==> config.mk <==
export PLATFORM = sky130hd
export DESIGN_NAME = child_response_collector
export DESIGN_NICKNAME = d
export VERILOG_FILES = /design/src/rtl/collector_pkg.sv /design/src/rtl/rr_arbiter.sv /design/src/rtl/child_response_collector.sv
export SDC_FILE = /design/constraint.sdc
export NUM_CORES = 1
export LEC_CHECK = 0
export BUFFER_PORTS_ARGS = -buffer_cell sky130_fd_sc_hd__buf_4
export CAP_MARGIN = 15
export CELL_PAD_IN_SITES_DETAIL_PLACEMENT = 0
export CELL_PAD_IN_SITES_GLOBAL_PLACEMENT = 2
export CORE_UTILIZATION = 30
export CTS_CLUSTER_SIZE = 8
export DETAILED_ROUTE_END_ITERATION = 10
export PLACE_DENSITY_LB_ADDON = 0.05
export SLEW_MARGIN = 20
export SYNTH_ARGS = -nofsm -noshare
export SYNTH_HDL_FRONTEND = slang
export SYNTH_SLANG_ARGS = --single-unit
==> constraint.sdc <==
create_clock -name clk -period 10.05 [get_ports clk]
set_input_delay 1.5075 -clock clk [delete_from_list [all_inputs] [get_ports clk]]
set_output_delay 1.5075 -clock clk [all_outputs]
set_load 0.05 [all_outputs]
==> src/rtl/collector_pkg.sv <==
// Shared types and helpers for the child response collector.
package collector_pkg;

   localparam int unsigned DATA_W_DEF = 16;

   typedef enum logic [1:0] {
      IDLE  = 2'd0,
      RUN   = 2'd1,
      DRAIN = 2'd2
   } coll_state_e;

   function automatic int unsigned rr_next(input int unsigned ptr, input int unsigned n);
      return (ptr == n - 32'd1) ? 32'd0 : ptr + 32'd1;
   endfunction

endpackage

==> src/rtl/rr_arbiter.sv <==
// Combinational round-robin arbiter: grants the first requester at or after ptr.
module rr_arbiter #(
   parameter int unsigned NUM_CHILD = 5,
   parameter int unsigned IDX_W     = 3
) (
   input  logic [NUM_CHILD-1:0] req,
   input  logic [IDX_W-1:0]     ptr,
   input  logic                 en_grant,
   output logic [NUM_CHILD-1:0] gnt,
   output logic [IDX_W-1:0]     gnt_idx,
   output logic                 any
);

   always_comb begin
      int unsigned s;
      gnt     = '0;
      gnt_idx = '0;
      any     = 1'b0;
      s       = 0;
      for (int unsigned k = 0; k < NUM_CHILD; k++) begin
         s = 32'(ptr) + k;
         if (s >= NUM_CHILD) s = s - NUM_CHILD;
         if (en_grant && !any && req[IDX_W'(s)]) begin
            gnt[IDX_W'(s)] = 1'b1;
            gnt_idx        = IDX_W'(s);
            any            = 1'b1;
         end
      end
   end

endmodule

==> src/rtl/child_response_collector.sv <==
// Round-robin fan-in of NUM_CHILD response streams into one tagged, registered output stream.
// Define COLLECTOR_PARITY_EN to add the out_parity port (even parity over out_idx and out_data).
module child_response_collector
   import collector_pkg::*;
#(
   parameter int unsigned NUM_CHILD = 5,
   parameter int unsigned DATA_W    = DATA_W_DEF,
   localparam int unsigned IDX_W    = $clog2(NUM_CHILD)
) (
   input  logic                        clk,
   input  logic                        rst,
   input  logic                        en,
   input  logic [NUM_CHILD-1:0]        child_valid,
   input  logic [NUM_CHILD*DATA_W-1:0] child_data,
   output logic [NUM_CHILD-1:0]        child_ready,
   output logic                        out_valid,
   output logic [DATA_W-1:0]           out_data,
   output logic [IDX_W-1:0]            out_idx,
`ifdef COLLECTOR_PARITY_EN
   output logic                        out_parity,
`endif
   input  logic                        out_ready,
   output logic                        idle
);

   coll_state_e       state_q, state_d;
   logic [IDX_W-1:0]  rr_ptr_q, rr_ptr_d;
   logic              out_valid_q, out_valid_d;
   logic [DATA_W-1:0] out_data_q, out_data_d;
   logic [IDX_W-1:0]  out_idx_q, out_idx_d;
   logic              load_ok, en_grant, any;
   logic [NUM_CHILD-1:0] gnt;
   logic [IDX_W-1:0]  gnt_idx;

   // Stage can take a new beat when empty or when its current beat leaves this cycle.
   assign load_ok  = ~out_valid_q | out_ready;
   assign en_grant = ~rst & en & (state_q == RUN) & load_ok;

   rr_arbiter #(
      .NUM_CHILD (NUM_CHILD),
      .IDX_W     (IDX_W)
   ) u_arb (
      .req      (child_valid),
      .ptr      (rr_ptr_q),
      .en_grant (en_grant),
      .gnt      (gnt),
      .gnt_idx  (gnt_idx),
      .any      (any)
   );

   assign child_ready = gnt;
   assign rr_ptr_d    = any ? IDX_W'(rr_next(32'(gnt_idx), NUM_CHILD)) : rr_ptr_q;

   always_comb begin
      out_valid_d = out_valid_q;
      out_data_d  = out_data_q;
      out_idx_d   = out_idx_q;
      if (load_ok) begin
         out_valid_d = any;
         if (any) begin
            out_idx_d  = gnt_idx;
            out_data_d = '0;
            for (int i = 0; i < NUM_CHILD; i++) begin
               if (gnt[i]) out_data_d = out_data_d | child_data[i*DATA_W +: DATA_W];
            end
         end
      end
   end

   always_comb begin
      state_d = state_q;
      unique case (state_q)
         IDLE:    if (en) state_d = RUN;
         RUN:     if (!en) state_d = DRAIN;
         DRAIN: begin
            if (en)                state_d = RUN;
            else if (!out_valid_d) state_d = IDLE;
         end
         default: state_d = IDLE;
      endcase
   end

   always_ff @(posedge clk) begin
      if (rst) begin
         state_q     <= IDLE;
         rr_ptr_q    <= '0;
         out_valid_q <= 1'b0;
         out_data_q  <= '0;
         out_idx_q   <= '0;
      end else begin
         state_q     <= state_d;
         rr_ptr_q    <= rr_ptr_d;
         out_valid_q <= out_valid_d;
         out_data_q  <= out_data_d;
         out_idx_q   <= out_idx_d;
      end
   end

`ifdef COLLECTOR_PARITY_EN
   logic out_parity_q;

   always_ff @(posedge clk) begin
      if (rst)                 out_parity_q <= 1'b0;
      else if (load_ok && any) out_parity_q <= ^{out_idx_d, out_data_d};
   end

   assign out_parity = out_parity_q;
`endif

   assign out_valid = out_valid_q;
   assign out_data  = out_data_q;
   assign out_idx   = out_idx_q;
   assign idle      = (state_q == IDLE) & ~out_valid_q;

endmodule
==> summary.md, run 1 <==
| Metric | Value |
|---|---|
| Actual transition at the worst max-transition pin | `0.952 ns` |
| Antenna violations before repair | `0` |
| Router iterations before antenna repair | `5` |
| Critical Setup Path Class | `flop to output port` |
| Pwr Density | `221 mW/mm^2` |
| Overall die height | `101 um` |
| Std-Cell Rows | `35` |
| Post-synth top flop | `dfxtp_1` |
| Leading cell type in the layout, fill and taps excluded | `buf_4` |
| Placer congestion estimate | `0.872` |
| Number of vias per cell | `5.94` |
| # IOs | `115` |
| Core ar. | `0.00942 mm^2` |
| Final HPWL from detailed placement | `8.84 mm` |
| Die area | `0.0103 mm^2` |
| Tightest Hold Check Type | `flop to flop` |
| Horizontal extent of the die | `101 um` |
| Static Leak | `0.00156 uW` |
| WP data required | `8.54 ns` |
| Setup repair after global routing missed its margin | `no` |
| WP data arrival | `5.41 ns` |
| Via count | `3532` |
| Run status | `finished, final reports clean` |
| EDFF count, synth | `0` |
| Synth Register Bits | `25` |
| Share of post-route cells with drive strength above 1 | `0.320` |
| Fill cell total of the finished layout | `1023` |
| Total Neg Setup Slack | `0 ns` |
| Remaining number of nets flagged by the antenna check after routing | `0` |
| Count of max-cap constraint violations | `0` |
| Worst-case vdd ir drop | `0.0000847 V` |
| H-tree Lvls | `1` |
| Number of DRC violations after detailed routing | `0` |
| Buffer cell driving the clock tree root | `clkbuf_8` |
| Count of cell types in the netlist | `82` |
| CTS Buffer Depth | `2` |
| Sinks on the clock net | `25` |
| Mean Syn Cell Area | `8.00 um^2` |
| Final Hold Viols | `0` |
| Max-slew violations | `0` |
| Maximum fanout encountered on the critical timing path | `20` |
| Global-route wire length before repair | `17.8 mm` |
| TritonCTS clock tree | `done` |
| Fraction of the yosys area taken by sequential cells | `0.169` |
| Quantity of I/O buffers inserted on ports | `114` |
| Total nets after synthesis | `471` |
| Synth async-reset ratio | `0` |
| Post-synthesis to final-layout area growth | `31.5%` |
| Clock period minus final worst setup slack | `6.92 ns` |
| Total number of yosys warnings | `0` |
| Peak clock frequency supported by timing | `145 MHz` |
| Clock Skews | `0.00456 ns` |
| Post-CTS setup buffer count | `0` |
| Total track usage | `0.222` |
| Average wire length per cell after detail routing | `19.9 um` |
| Element type at the critical path end | `output port` |
| Max transition margin | `0.365` |
| Effective utilization at floorplan | `0.315` |
| Worst-Skew Late Latency | `0.28 ns` |
| Highest-count cells in the layout ignoring fill and taps | `buf_4 (117), nor2_1 (35), a22oi_1 (34)` |
| Period utilisation layout | `0.688` |
| Type of element launching the critical path | `flop` |
| Initial DRC count | `230` |
| Vias in the first global route | `3334` |
| CTS-repair resized insts | `0` |
| Final #Nets | `567` |
| Remaining global-route overflow | `0` |
| Total routed wirelength | `11.8 mm` |
| Post-Syn Instances | `371` |
| Final core occ | `0.414` |
| Total clock buffers created by CTS | `3` |
| Total power after layout | `864 uW` |
| Clock transition at the registers of the reported paths | `0.10 ns` |
| Antenna cells | `0` |
| Area of the mapped netlist | `0.00297 mm^2` |
| Pin count of the biggest net entering global routing | `38` |
| Hold_buf cts | `0` |
| Final number of setup-violating endpoints | `0` |
## layout make-up
cell class	instances	area, um^2	share of cell area
timing repair buffer	117	878	0.225
tap	129	161	0.0414
sequential	25	500	0.128
multi-input combinational	307	2270	0.581
clock buffer	3	41.3	0.0106
clock inverter	1	5.00	0.00128
inverter	13	48.8	0.0125
## cells in the mapped netlist, types with 6 or more instances
cell type | number | area share
buf_4 | 8 | 0.020
a21oi_1 | 20 | 0.034
and2_1 | 6 | 0.013
nand3_1 | 8 | 0.013
a211oi_1 | 8 | 0.020
buf_2 | 7 | 0.012
nand4_1 | 6 | 0.013
nor3_1 | 6 | 0.010
a311oi_1 | 17 | 0.050
dfxtp_1 | 25 | 0.17
inv_1 | 12 | 0.015
ha_1 | 10 | 0.042
mux2i_1 | 8 | 0.027
nor2_1 | 35 | 0.044
a221oi_1 | 16 | 0.047
nand2_1 | 21 | 0.027
nand2b_1 | 8 | 0.017
clkbuf_1 | 8 | 0.010
a22oi_1 | 34 | 0.086
## per-layer routing
metal	wire, um	global-route usage	up-vias
met5	0	0	-
met4	137	0.0424	0
met3	652	0.0324	13
met2	5840	0.383	128
met1	5200	0.296	1692
li1	-	-	1699
## final timing paths
| path | depth (start not counted) | slack [ns] | from | to |
|---|---|---|---|---|
| worst max register to register | 11 | 4.53 | rr_ptr_q[1] | out_data[3] |
| worst max-delay path | 9 | 3.13 | rr_ptr_q[1] | child_ready[0] |
| worst min register to register | 2 | 0.47 | out_idx[0] | out_idx[0] |
| worst min-delay path | 2 | 0.47 | out_idx[0] | out_idx[0] |
## where the power goes
group          switching [uW]  internal [uW]
clock                    36.2           27.8
sequential               20.3            125
combinational             427            228
total                     484            380
## flip-flops by register name, summed over array words and instances (netlist names)
register and count:
state_q 2, out_valid 1, rr_ptr_q 3, out_idx 3, out_data 16
## cells by family after synthesis
group / Yosys count / share of synthesized area
compound gates: 157 / 0.435
simple gates: 125 / 0.228
buf+inv: 39 / 0.0674
flops: 25 / 0.169
mux: 12 / 0.0460
fa+ha+maj: 11 / 0.0489
xor+xnor: 2 / 0.00590
## worst max-delay path, stage by stage, from the launching register on
cell and delay [ns]:
dfxtp_1 0.71, inv_1 0.28, ha_1 0.86, inv_1 0.28, o32ai_1 0.53, nand3_1 0.32, a222oi_1 0.87, nand3b_1 0.17
o211ai_2 0.76, buf_4 0.34
## metrics by stage
| stage | setup slack, ns | hold WS (ns) | instances | cell area [um^2] |
|---|---|---|---|---|
| 5_1_grt | 2.82 | 0.502 | 595 | 3900 |
| 6_report | 3.13 | 0.469 | 595 | 3900 |
| 2_1_floorplan | 4.80 | 0.447 | 371 | 2970 |
| 3_5_place_dp | 3.65 | 0.453 | 591 | 3860 |
| 3_3_place_gp | 3.72 | 0.447 | 591 | 3860 |
| 4_1_cts | 3.32 | 0.471 | 595 | 3900 |
Note: power is estimated with default switching activity, not from simulation.
==> run 2: changes to the inputs <==
--- a/config.mk
+++ b/config.mk
@@ -5,11 +5,12 @@
 export SDC_FILE = /design/constraint.sdc
 export NUM_CORES = 1
 export LEC_CHECK = 0
+export ABC_AREA = 1
 export BUFFER_PORTS_ARGS = -buffer_cell sky130_fd_sc_hd__buf_4
 export CAP_MARGIN = 15
 export CELL_PAD_IN_SITES_DETAIL_PLACEMENT = 0
 export CELL_PAD_IN_SITES_GLOBAL_PLACEMENT = 2
-export CORE_UTILIZATION = 30
+export CORE_UTILIZATION = 21
 export CTS_CLUSTER_SIZE = 8
 export DETAILED_ROUTE_END_ITERATION = 10
 export PLACE_DENSITY_LB_ADDON = 0.05
==> constraint.sdc (replaced) <==
create_clock -name clk -period 6.15 [get_ports clk]
set_input_delay 0.9225 -clock clk [delete_from_list [all_inputs] [get_ports clk]]
set_output_delay 0.9225 -clock clk [all_outputs]
set_load 0.05 [all_outputs]
==> run 2 against run 1 <==
Clock skew rose by 0.0016 ns. Worst setup slack got worse by 1.6 ns. Hold slack barely moved. Largest cell class unchanged.
==> summary.md, run 2 <==
| Metric | Value |
|---|---|
| Run status | `finished, final reports clean` |
| Count of cell types in the netlist | `34` |
| Total track usage | `0.167` |
| Final Hold Viols | `0` |
| Worst-Skew Late Latency | `0.26 ns` |
| Portion of total power attributed to combinational logic | `0.676` |
| Router iterations before antenna repair | `4` |
| Flop pwr share | `0.195` |
| Worst-case vdd ir drop | `0.000155 V` |
| Post-CTS setup buffer count | `0` |
| Number of DRC violations after detailed routing | `0` |
| WP data arrival | `3.74 ns` |
| Std-Cell Rows | `41` |
| Setup WS pre-CTS | `1.64 ns` |
| Synth async-reset ratio | `0` |
| Final design area excluding fillers | `0.00385 mm^2` |
| Leading post-synthesis cells by cell area | `nand2_1 (21%), dfxtp_1 (18%), nand3_1 (12%)` |
| Number of vias per cell | `4.54` |
| Final setup slack of the worst path | `1.49 ns` |
| Effective utilization at floorplan | `0.217` |
| Highest-count cells in the layout ignoring fill and taps | `nand2_1 (154), buf_4 (117), nand3_1 (68)` |
| Final HPWL from detailed placement | `9.14 mm` |
| Max transition margin | `0.532` |
| WP data required | `5.23 ns` |
| Horizontal extent of the die | `116 um` |
| Switching pwr | `605 uW` |
| Buffer cell driving the clock tree root | `clkbuf_16` |
| Type of element launching the critical path | `flop` |
| Maximum fanout encountered on the critical timing path | `17` |
| Quantity of I/O buffers inserted on ports | `114` |
| Total number of yosys warnings | `0` |
| Via count | `3488` |
| Pwr Density | `291 mW/mm^2` |
| Count of max-cap constraint violations | `0` |
| Placer congestion estimate | `0.836` |
| Cell type with the highest occurrence count on the critical path | `nand2_1` |
| Share of power burned in the clock network | `0.129` |
| Vias in the first global route | `3407` |
| EDFF count, synth | `0` |
| Antenna cells | `0` |
| Tightest Hold Check Type | `flop to flop` |
| Clock Skews | `0.00615 ns` |
| Fraction of the yosys area taken by sequential cells | `0.182` |
| Sinks on the clock net | `25` |
| Post-synthesis to final-layout area growth | `40.3%` |
| Max-slew violations | `0` |
| Area share of the leading cell type in the synthesized netlist | `0.211` |
| Total clock buffers created by CTS | `3` |
| Post-detailed-placement cell area | `0.00377 mm^2` |
| Core ar. | `0.0127 mm^2` |
| Max reg flops | `16` |
| Clock transition at the registers of the reported paths | `0.07 ns` |
| CTS Buffer Depth | `2` |
| Internal Dissipation | `517 uW` |
| Die area | `0.0135 mm^2` |
| Synth Register Bits | `25` |
| # IOs | `115` |
| Final number of setup-violating endpoints | `0` |
| Global-route wire length before repair | `17.6 mm` |
| Commonest cells in the netlist | `nand2_1 (154), nand3_1 (68), nor2_1 (65)` |
| Total Neg Setup Slack | `0 ns` |
| Element type at the critical path end | `output port` |
| Kind of cell with the highest combined delay on the critical path | `simple AND/OR/NAND/NOR gates` |
| Antenna violations before repair | `0` |
| Remaining number of nets flagged by the antenna check after routing | `0` |
| Actual transition at the worst max-transition pin | `0.700 ns` |
| TritonCTS clock tree | `done` |
| Pin count of the biggest net entering global routing | `38` |
| Final #Nets | `697` |
| Standard cell with the maximum stage delay on the critical path | `dfxtp_1` |
| Initial DRC count | `188` |
| Switching power share of the total | `0.539` |
| Post-Syn Instances | `487` |
| H-tree Lvls | `1` |
| Leading cell type in the layout, fill and taps excluded | `nand2_1` |
| Area of the mapped netlist | `0.00275 mm^2` |
| Period utilisation layout | `0.758` |
| Worst Path Buf+Inv | `3` |
| Post-synth top flop | `dfxtp_1` |
| Most frequently used cell type in the post-synthesis netlist | `nand2_1` |
| Clock period minus final worst setup slack | `4.66 ns` |
| Largest area contributor in the netlist | `nand2_1` |
| Peak clock frequency supported by timing | `215 MHz` |
| Share of post-route cells with drive strength above 1 | `0.255` |
| Worst path cell trace | `inv_1 > ha_1 > ha_1 > nand2_1 > nand2_1 > nand2_1 > a21oi_1 > o211ai_1 > nand3_1 > nor2_2 > nor2_8 > nand2_4 > nor2_4 > nor2_1 > inv_1 > buf_4` |
| Remaining global-route overflow | `0` |
| Hold_buf cts | `0` |
| Total routed wirelength | `11.4 mm` |
| Critical Setup Path Class | `flop to output port` |
| Setup repair after global routing missed its margin | `no` |
| Static Leak | `0.00190 uW` |
| Total nets after synthesis | `587` |
| Overall die height | `116 um` |
| CTS-repair resized insts | `0` |
| Average wire length per cell after detail routing | `14.9 um` |
| Worst path max stage delay | `0.47 ns` |
| Mean Syn Cell Area | `5.64 um^2` |
==> run 2: cell types whose count changed after synthesis, moves of 16 or more <==
cell	change
nand3_1	+60
a221oi_1	-16
inv_1	+26
nand2_1	+133
a22oi_1	-34
o21ai_0	+29
a311oi_1	-17
nor2_1	+30
==> run 2: tightest hold or removal path: stages (launching register included) <==
cell     delay (ns)
dfxtp_1        0.32
nand2_1        0.06
a21oi_1        0.05
==> run 2: stage by stage <==
stage	cells	util	hold WS (ns)	power (uW)
finish	768	0.304	0.469	1120
global route	768	0.304	0.512	1220
CTS	768	0.304	0.470	1140
detailed placement	764	0.298	0.458	982
global placement	764	0.298	0.461	999
floorplan	487	-	0.494	746
==> run 2: worst paths after layout <==
path | from | endpoint | slack, ns | cells after the start
worst max register to register | rr_ptr_q[1] | rr_ptr_q[0] | 2.25 | 17
worst min-delay path | out_idx[1] | out_idx[1] | 0.47 | 2
worst max-delay path | rr_ptr_q[1] | child_ready[4] | 1.49 | 16
worst min register to register | out_idx[1] | out_idx[1] | 0.47 | 2
==> run 2: metal layers <==
metal  track usage  routed length (um)  vias up
li1              -                   -     1822
met3        0.0197                 409       10
met4        0.0333                 155        0
met2         0.281                5290       79
met5             0                   0        -
met1         0.229                5560     1577
==> run 2: layout make-up <==
class	instances	area (um^2)
Fill cell	1466	8820
Timing Repair Buffer	117	878
Clock inverter	1	5.00
Multi-Input combinational cell	403	2000
Inverter	47	176
Tap cell	172	215
Sequential cell	25	500
Clock buffer	3	75.1
==> run 2: cell families after synthesis <==
group,count (synthesis),share of synthesized area
xor gates and xnor gates,2,0.00912
AOI/OAI and AO/OA,61,0.119
adders and majority gates,11,0.0529
and+or+nand+nor,328,0.545
muxes,1,0.00365
DFF,25,0.182
buffers and inverters,59,0.0884
==> run 2: power by group through the flow <==
stage	Clock (uW)	Combinational, uW	Sequential [uW]
global placement	0	777	222
floorplan	0	422	324
CTS	153	763	219
global route	157	844	223
detailed placement	0	760	222
finish	145	758	219
